===== src/rtl/pipe_ctrl_pkg.sv =====
// Shared encodings for the pipeline sequencer: FSM states, control bundle, default widths.
// Pure declarations; no timing or backpressure of its own.
package pipe_ctrl_pkg;

  localparam int PIPE_COUNTERSIZE = 3;
  localparam int PIPE_CNTW        = 16;

  typedef enum logic [1:0] {
    ST_START    = 2'd0,
    ST_RUN      = 2'd1,
    ST_MEM_WAIT = 2'd2,
    ST_HALTED   = 2'd3
  } state_e;

  typedef struct packed {
    logic pc_write;
    logic ifid_write;
    logic ifid_flush;
    logic idex_flush;
    logic exmem_flush;
    logic pipe_en;
    logic halted;
  } ctrl_t;

  // Bit order: pc_write, ifid_write, ifid_flush, idex_flush, exmem_flush, pipe_en, halted
  localparam ctrl_t CTRL_START  = 7'b0011110;
  localparam ctrl_t CTRL_NORMAL = 7'b1100010;
  localparam ctrl_t CTRL_FREEZE = 7'b0000000;
  localparam ctrl_t CTRL_BRANCH = 7'b1111110;
  localparam ctrl_t CTRL_BUBBLE = 7'b0001010;
  localparam ctrl_t CTRL_HALTED = 7'b0000001;

endpackage


===== src/rtl/pipe_ctrl_if.sv =====
// Hazard/branch/memory inputs and pipeline enable/flush outputs of the sequencer.
// Slave is the sequencer itself; master drives the hazard and memory-side inputs.
interface pipe_ctrl_if
  import pipe_ctrl_pkg::*;
#(
  parameter int COUNTERSIZE = PIPE_COUNTERSIZE,
  parameter int CNTW        = PIPE_CNTW
);
  logic                   stall;
  logic                   branch_taken;
  logic                   exmem_memaccess;
  logic                   dmem_ready;
  logic                   memwb_halt;
  logic [COUNTERSIZE-1:0] stage;
  logic                   pc_write;
  logic                   ifid_write;
  logic                   ifid_flush;
  logic                   idex_flush;
  logic                   exmem_flush;
  logic                   pipe_en;
  logic                   halted;
  logic [CNTW-1:0]        stall_cnt;
  logic [CNTW-1:0]        flush_cnt;

  modport master (
    output stall, branch_taken, exmem_memaccess, dmem_ready, memwb_halt,
    input  stage, pc_write, ifid_write, ifid_flush, idex_flush, exmem_flush,
           pipe_en, halted, stall_cnt, flush_cnt
  );

  modport slave (
    input  stall, branch_taken, exmem_memaccess, dmem_ready, memwb_halt,
    output stage, pc_write, ifid_write, ifid_flush, idex_flush, exmem_flush,
           pipe_en, halted, stall_cnt, flush_cnt
  );
endinterface


===== src/rtl/pipe_ctrl_sat_counter.sv =====
// Saturating event counter with synchronous reset.
// Count visible the cycle after inc; holds at all-ones instead of wrapping.
module sat_counter #(
  parameter int WIDTH = 16
) (
  input  logic             clk,
  input  logic             reset,
  input  logic             inc,
  output logic [WIDTH-1:0] count
);
  logic [WIDTH-1:0] count_q;
  logic [WIDTH-1:0] count_d;

  always_comb begin
    count_d = count_q;
    if (inc && (count_q != '1)) begin
      count_d = count_q + WIDTH'(1);
    end
  end

  always_ff @(posedge clk) begin
    if (reset) begin
      count_q <= '0;
    end else begin
      count_q <= count_d;
    end
  end

  assign count = count_q;
endmodule


===== src/rtl/pipe_ctrl.sv =====
// LEGv8 pipeline sequencer: PC/pipeline-register enables and flushes, fill counter, event counters.
// Enables/flushes are zero-latency combinational; a memory wait freezes the whole pipe until dmem_ready.
module pipe_ctrl
  import pipe_ctrl_pkg::*;
#(
  parameter int COUNTERSIZE = PIPE_COUNTERSIZE,
  parameter int CNTW        = PIPE_CNTW
) (
  input  logic        clk,
  input  logic        reset,
  pipe_ctrl_if.slave  bus
);
  localparam logic [COUNTERSIZE-1:0] STAGE_MAX = '1;

  state_e                 state_q;
  state_e                 state_d;
  logic [COUNTERSIZE-1:0] stage_q;
  logic [COUNTERSIZE-1:0] stage_d;
  ctrl_t                  ctrl;
  logic                   stall_inc;
  logic                   flush_inc;

  always_comb begin
    ctrl      = CTRL_FREEZE;
    state_d   = state_q;
    stall_inc = 1'b0;
    flush_inc = 1'b0;

    unique case (state_q)
      ST_START: begin
        ctrl    = CTRL_START;
        state_d = ST_RUN;
      end
      ST_RUN: begin
        if (bus.memwb_halt) begin
          ctrl    = CTRL_FREEZE;
          state_d = ST_HALTED;
        end else if (bus.exmem_memaccess && !bus.dmem_ready) begin
          ctrl    = CTRL_FREEZE;
          state_d = ST_MEM_WAIT;
        end else if (bus.branch_taken) begin
          // A concurrent stall belongs to an instruction being squashed.
          ctrl      = CTRL_BRANCH;
          flush_inc = 1'b1;
        end else if (bus.stall && (stage_q >= COUNTERSIZE'(2))) begin
          ctrl      = CTRL_BUBBLE;
          stall_inc = 1'b1;
        end else begin
          ctrl = CTRL_NORMAL;
        end
      end
      ST_MEM_WAIT: begin
        if (bus.dmem_ready) begin
          ctrl    = CTRL_NORMAL;
          state_d = ST_RUN;
        end
      end
      ST_HALTED: begin
        ctrl = CTRL_HALTED;
      end
      default: begin
        state_d = ST_START;
      end
    endcase

    // Reset overrides whatever state is still held so outputs look like START.
    if (reset) begin
      ctrl      = CTRL_START;
      stall_inc = 1'b0;
      flush_inc = 1'b0;
    end

    stage_d = stage_q;
    if ((state_q != ST_START) && ctrl.pipe_en && (stage_q != STAGE_MAX)) begin
      stage_d = stage_q + COUNTERSIZE'(1);
    end
  end

  always_ff @(posedge clk) begin
    if (reset) begin
      state_q <= ST_START;
      stage_q <= '0;
    end else begin
      state_q <= state_d;
      stage_q <= stage_d;
    end
  end

  sat_counter #(.WIDTH(CNTW)) u_stall_cnt (
    .clk   (clk),
    .reset (reset),
    .inc   (stall_inc),
    .count (bus.stall_cnt)
  );

  sat_counter #(.WIDTH(CNTW)) u_flush_cnt (
    .clk   (clk),
    .reset (reset),
    .inc   (flush_inc),
    .count (bus.flush_cnt)
  );

  assign bus.stage       = stage_q;
  assign bus.pc_write    = ctrl.pc_write;
  assign bus.ifid_write  = ctrl.ifid_write;
  assign bus.ifid_flush  = ctrl.ifid_flush;
  assign bus.idex_flush  = ctrl.idex_flush;
  assign bus.exmem_flush = ctrl.exmem_flush;
  assign bus.pipe_en     = ctrl.pipe_en;
  assign bus.halted      = ctrl.halted;
endmodule


===== src/flat_wrapper.sv =====
// flat-port wrapper written by rule: the top's interface ports become plain ports
module pipe_ctrl_flat import pipe_ctrl_pkg::*;
#(
  parameter int COUNTERSIZE = PIPE_COUNTERSIZE,
  parameter int CNTW        = PIPE_CNTW
)
  (clk, reset, bus_stall, bus_branch_taken, bus_exmem_memaccess, bus_dmem_ready, bus_memwb_halt, bus_stage, bus_pc_write, bus_ifid_write, bus_ifid_flush, bus_idex_flush, bus_exmem_flush, bus_pipe_en, bus_halted, bus_stall_cnt, bus_flush_cnt);
  pipe_ctrl_if #(.COUNTERSIZE(COUNTERSIZE), .CNTW(CNTW)) bus_i ();
  input  logic clk;
  input  logic reset;
  input wire logic [$bits(bus_i.stall)-1:0] bus_stall;
  input wire logic [$bits(bus_i.branch_taken)-1:0] bus_branch_taken;
  input wire logic [$bits(bus_i.exmem_memaccess)-1:0] bus_exmem_memaccess;
  input wire logic [$bits(bus_i.dmem_ready)-1:0] bus_dmem_ready;
  input wire logic [$bits(bus_i.memwb_halt)-1:0] bus_memwb_halt;
  output wire logic [$bits(bus_i.stage)-1:0] bus_stage;
  output wire logic [$bits(bus_i.pc_write)-1:0] bus_pc_write;
  output wire logic [$bits(bus_i.ifid_write)-1:0] bus_ifid_write;
  output wire logic [$bits(bus_i.ifid_flush)-1:0] bus_ifid_flush;
  output wire logic [$bits(bus_i.idex_flush)-1:0] bus_idex_flush;
  output wire logic [$bits(bus_i.exmem_flush)-1:0] bus_exmem_flush;
  output wire logic [$bits(bus_i.pipe_en)-1:0] bus_pipe_en;
  output wire logic [$bits(bus_i.halted)-1:0] bus_halted;
  output wire logic [$bits(bus_i.stall_cnt)-1:0] bus_stall_cnt;
  output wire logic [$bits(bus_i.flush_cnt)-1:0] bus_flush_cnt;
  assign bus_i.stall = bus_stall;
  assign bus_i.branch_taken = bus_branch_taken;
  assign bus_i.exmem_memaccess = bus_exmem_memaccess;
  assign bus_i.dmem_ready = bus_dmem_ready;
  assign bus_i.memwb_halt = bus_memwb_halt;
  assign bus_stage = bus_i.stage;
  assign bus_pc_write = bus_i.pc_write;
  assign bus_ifid_write = bus_i.ifid_write;
  assign bus_ifid_flush = bus_i.ifid_flush;
  assign bus_idex_flush = bus_i.idex_flush;
  assign bus_exmem_flush = bus_i.exmem_flush;
  assign bus_pipe_en = bus_i.pipe_en;
  assign bus_halted = bus_i.halted;
  assign bus_stall_cnt = bus_i.stall_cnt;
  assign bus_flush_cnt = bus_i.flush_cnt;
  pipe_ctrl #(.COUNTERSIZE(COUNTERSIZE), .CNTW(CNTW)) u_core (.clk(clk), .reset(reset), .bus(bus_i));
endmodule

===== config.mk =====
export PLATFORM = sky130hd
export DESIGN_NAME = pipe_ctrl_flat
export DESIGN_NICKNAME = d
export VERILOG_FILES = /design/src/rtl/pipe_ctrl_pkg.sv /design/src/rtl/pipe_ctrl_if.sv /design/src/rtl/pipe_ctrl_sat_counter.sv /design/src/rtl/pipe_ctrl.sv /design/src/flat_wrapper.sv
export SDC_FILE = /design/constraint.sdc
export NUM_CORES = 1
export LEC_CHECK = 0
export BUFFER_PORTS_ARGS = -buffer_cell sky130_fd_sc_hd__buf_2
export CAP_MARGIN = 20
export CORE_MARGIN = 4
export CORE_UTILIZATION = 45
export CTS_CLUSTER_SIZE = 40
export DETAILED_ROUTE_END_ITERATION = 8
export PLACE_DENSITY = 0.68
export SYNTH_ARGS = -nofsm -noshare
export SYNTH_HDL_FRONTEND = slang
export SYNTH_SLANG_ARGS = --single-unit

===== constraint.sdc =====
create_clock -name clk -period 4.2 [get_ports clk]
set_clock_uncertainty 0.2 [all_clocks]
set_input_delay 0.84 -clock clk [delete_from_list [all_inputs] [get_ports clk]]
set_output_delay 0.84 -clock clk [all_outputs]
set_load 0.02 [all_outputs]

### Word level (Yosys, flattened, before mapping)

Cells that the tools add are included.

* bits in registers: 37

* add/sub/neg operators: 3
* $lt $le $gt $ge: 1
* equal/unequal tests: 8
* multiplexer cells: 22
* reduce and logical (&&, ||, !) cells: 11

Operator list (count)
* $mux W7: 6
* $add A16 B1 Y16 const B: 2
* $ne A16 B16 Y1 const B: 2
* $pmux W7 S4: 1
* $mux W1: 11
* $logic_and A1 B1 Y1: 6
* $mux W2: 3
* $pmux W2 S3: 1
* $eq A2 B2 Y1 const B: 2
* $add A3 B1 Y3 const B: 1
* $ge A3 B2 Y1 const B: 1
* $ne A3 B2 Y1 const B: 1
* $ne A3 B3 Y1 const B: 1
* $reduce_and A3 Y1: 1
* $reduce_bool A3 Y1: 1
* $eq A2 B1 Y1 const B: 1
* $logic_not A2 Y1: 1
* $ne A2 B2 Y1 const B: 1
* $reduce_bool A2 Y1: 1
* $logic_not A1 Y1: 1

### Longest topological paths before layout

* depth in word-level cells: 10
* depth in mapped cells: 6
* depth with buffers taken out: 5

### Cells and area by module

From an unflattened synthesis, not the netlist that was laid out.

* cells, all modules: 250
* area, all modules: 2109.5 µm²

Modules (own cells, without submodules)
* sat_counter: instances 2, cells each 99, area each 848.3 µm², seq. area each 320.3 µm²
* pipe_ctrl: instances 1, cells each 52, area each 412.9 µm², seq. area each 100.1 µm²

### Worst setup path before layout

Ideal clock, no wire load.

* path kind: in2out
* from: input reset
* to: output bus_ifid_flush
* data arrival time: 2057 ps
* path slack: 1103 ps
* cell stages on the path: 5
* path buffers: 3
* path through: clkbuf_8 clkbuf_1 clkinv_1 o21ai_0 buf_4

* word-level cells in the longest chain between the ends: 1

Ends and longest elaborated chain
* start: declaration: line flat_wrapper.sv:10 `input logic reset;`
* $mux W7: line pipe_ctrl.sv:67 `if (reset) begin`
* end: declaration: line flat_wrapper.sv:19 `output wire logic [$bits(bus_i.ifid_flush)-1:0] bus_ifid_flush;`

Every way passes these cells.

### Final worst setup path

* from: input reset
* to: output bus_halted

* word-level cells in the longest chain between the ends: 1

Ends and longest elaborated chain
* $mux W7: line pipe_ctrl.sv:67
* end: declaration: line flat_wrapper.sv:23 `output wire logic [$bits(bus_i.halted)-1:0] bus_halted;`

Every way passes these cells.

==> results.sh <==
export IMPL_critPathCaptureType="output port"
export IMPL_hold_violations=0
export IMPL_stdcell_count=362
export IMPL_synth_area_mm2=0.002248
export IMPL_layout_common_cells="48 x buf_2, 37 x dfxtp_1, 25 x nor2_1, 22 x nor2b_1, 17 x mux2_2"
export IMPL_p_int_uw=509.8
export IMPL_nFillCells=462
export IMPL_grt_overflow_total=0
export IMPL_combPwrFrac=0.098
export IMPL_post_cts_buffers=0
export IMPL_io_pins=49
export IMPL_grt_pass1_wl_mm=8.466
export IMPL_wl_per_cell_um=13.89
export IMPL_synthArstFlopShare=0
export IMPL_critPathLaunchType="input pin"
export IMPL_antenna_left=0
export IMPL_p_sw_frac=0.2523
export IMPL_dpl_hpwl_mm=3.581
export IMPL_yosys_register_bits=37
export IMPL_power_total_uw=681.8
export IMPL_drt_total_wl_mm=5.028
export IMPL_status="finished, final reports clean"
export IMPL_dp_cells=355
export IMPL_relSlewSlack=0.4425
export IMPL_cts_htree_levels=2
export IMPL_worstPathRequired_ps=3160
export IMPL_clock_latency_ps=290
export IMPL_ir_drop_mv=0.1464
export IMPL_arrival_ps=2020
export IMPL_gp_congestion=0.8354
export IMPL_drt_iter0_drc=118
export IMPL_portBuffers=48
export IMPL_worstMarginPinSlew_ps=830.0
export IMPL_pwr_share_seq=0.531
export IMPL_finalCriticalPeriod_ps=3055
export IMPL_maxCapViolCount=0
export IMPL_start_util=0.4698
export IMPL_yosysUniqueCellTypes=51
export IMPL_grt_max_degree=35
export IMPL_yosysSeqAreaShare=0.3294
export IMPL_vias_per_cell=5.715
export IMPL_r2r_slack_ps=1900
export IMPL_clock_fmax_ghz=0.3273
export IMPL_die_x_um=78.69
export IMPL_switchingPower_uw=172.1
export IMPL_cts_resized=0
export IMPL_placementRows=25
export IMPL_clk_pin_slew_ps=70
export IMPL_dr_pass1_iters=4
export IMPL_hold_class="flip-flop to flip-flop"
export IMPL_p_leak_uw=0.001032
export IMPL_final_max_slew_viol_count=0
export IMPL_setup_viol=0
export IMPL_crit_fanout=24
export IMPL_dr_total_vias=2069
export IMPL_post_route_period_util=0.7274
export IMPL_syn_area_per_cell_um2=8.715
export IMPL_cts_buffers=5
export IMPL_synthToLayoutAreaGrowth_pct=13.75
export IMPL_rsz0062_at_grt="false"
export IMPL_drive_above_1_share=0.2847
export IMPL_synth_fp_nets=269
export IMPL_grt_pass1_vias=1837
export IMPL_die_area_mm2=0.006191
export IMPL_die_y_um=78.69
export IMPL_final_common_cell="buf_2"
export IMPL_synth_edf_count=0
export IMPL_clock_sinks=37
export IMPL_cts_tree="done"
export IMPL_nNetsFinal=306
export IMPL_cts_hold_buffers_added=0
export IMPL_synthFlopType="dfxtp_1"
export IMPL_antenna_cells=0
export IMPL_drc=0
export IMPL_cts_root_buf="clkbuf_8"
export IMPL_grt_antenna_before_repair=0
export IMPL_ys_warn_count=0
export IMPL_core_area_mm2=0.004786
export IMPL_path_class="input pin to output port"
export IMPL_clk_path_buf_depth=2
export IMPL_power_density_mw_per_mm2=266.6
export IMPL_grt_use_total=0.1688
export IMPL_setup_tns_ps=0
export IMPL_clockPowerShare=0.371
export IMPL_syn_inst=258
## Yosys cell counts (3+ instances only)
library cell	number	area, µm²
mux2_2	17	191.4
buf_4	3	22.52
nor4_1	16	100.1
mux2i_1	3	30.03
nor2b_1	22	137.6
dfxtp_1	37	740.7
buf_2	6	30.03
nand4_1	10	62.56
or4_1	8	60.06
nand4b_1	4	35.03
nor2_1	25	93.84
ha_1	4	50.05
inv_1	3	11.26
o21ai_0	4	20.02
a21oi_1	13	65.06
clkbuf_1	5	18.77
o31ai_1	9	67.56
nand2_1	16	60.06
nand3_1	9	45.04
and3_1	4	25.02
## cells by family (layout without fill, tap and decap cells)
kind of cell    after synthesis  in the layout  share of synthesized area
compound gates               36             36                     0.1119
flops                        37             37                     0.3294
buf+inv                      23             60                    0.05509
fa+ha+maj                     4              4                    0.02226
simple gates                136            136                     0.3712
mux                          22             22                     0.1102
## path summary, 6_finish.rpt
kind                       start                           end  cells past startpoint
max reg2reg    u_core.state_q[1]  u_core.u_flush_cnt.count[11]                      4
max                        reset                    bus_halted                      4
min reg2reg  u_core.bus.stage[2]           u_core.bus.stage[2]                      2
min          u_core.bus.stage[2]           u_core.bus.stage[2]                      2
## sequential cells by signal, indices dropped and copies added (netlist names)
| name | flops |
|---|---|
| u_core.state_q | 2 |
| u_core.bus.stage | 3 |
| u_core.u_stall_cnt.count | 16 |
| u_core.u_flush_cnt.count | 16 |
## final cells by class
type	instances	area, µm²	share of cell area
repair buffers	49	247.7	0.09687
multi-input cells	198	1384	0.5411
clock buffers	7	86.33	0.03376
inverters	4	15.01	0.005871
well taps	67	83.83	0.03278
flip-flops and latches	37	740.7	0.2896
## layer usage
metal  global-route usage  wire (µm)
met1               0.2076       2253
met5                    0          0
met3              0.03440        291
met4              0.06818         73
met2               0.2861       2410
## critical path, stage by stage
cell and delay [ps]:
buf_2 360, clkinv_1 380, and3_1 280, buf_2 150
## power groups by stage
stage / Clock [µW] / Sequential, µW / Combinational [µW]
5_1_grt: 271 / 363 / 73.7
6_report: 253 / 362 / 66.5
4_1_cts: 259 / 362 / 67.4
2_1_floorplan: 0 / 370 / 51.7
3_3_place_gp: 0 / 370 / 65.5
3_5_place_dp: 0 / 370 / 67.2
## per-stage QoR
stage          instance area (µm²)    util  setup WS, ps  hold slack, ps
2_1_floorplan                 2248       -          1103           360.0
3_3_place_gp                  2471  0.5163          1187           289.1
3_5_place_dp                  2471  0.5163          1136           300.9
4_1_cts                       2557  0.5344          1133           311.4
5_1_grt                       2557  0.5344         981.2           341.3
6_report                      2557  0.5344          1145           304.5
Note: power is estimated with default switching activity, not from simulation.
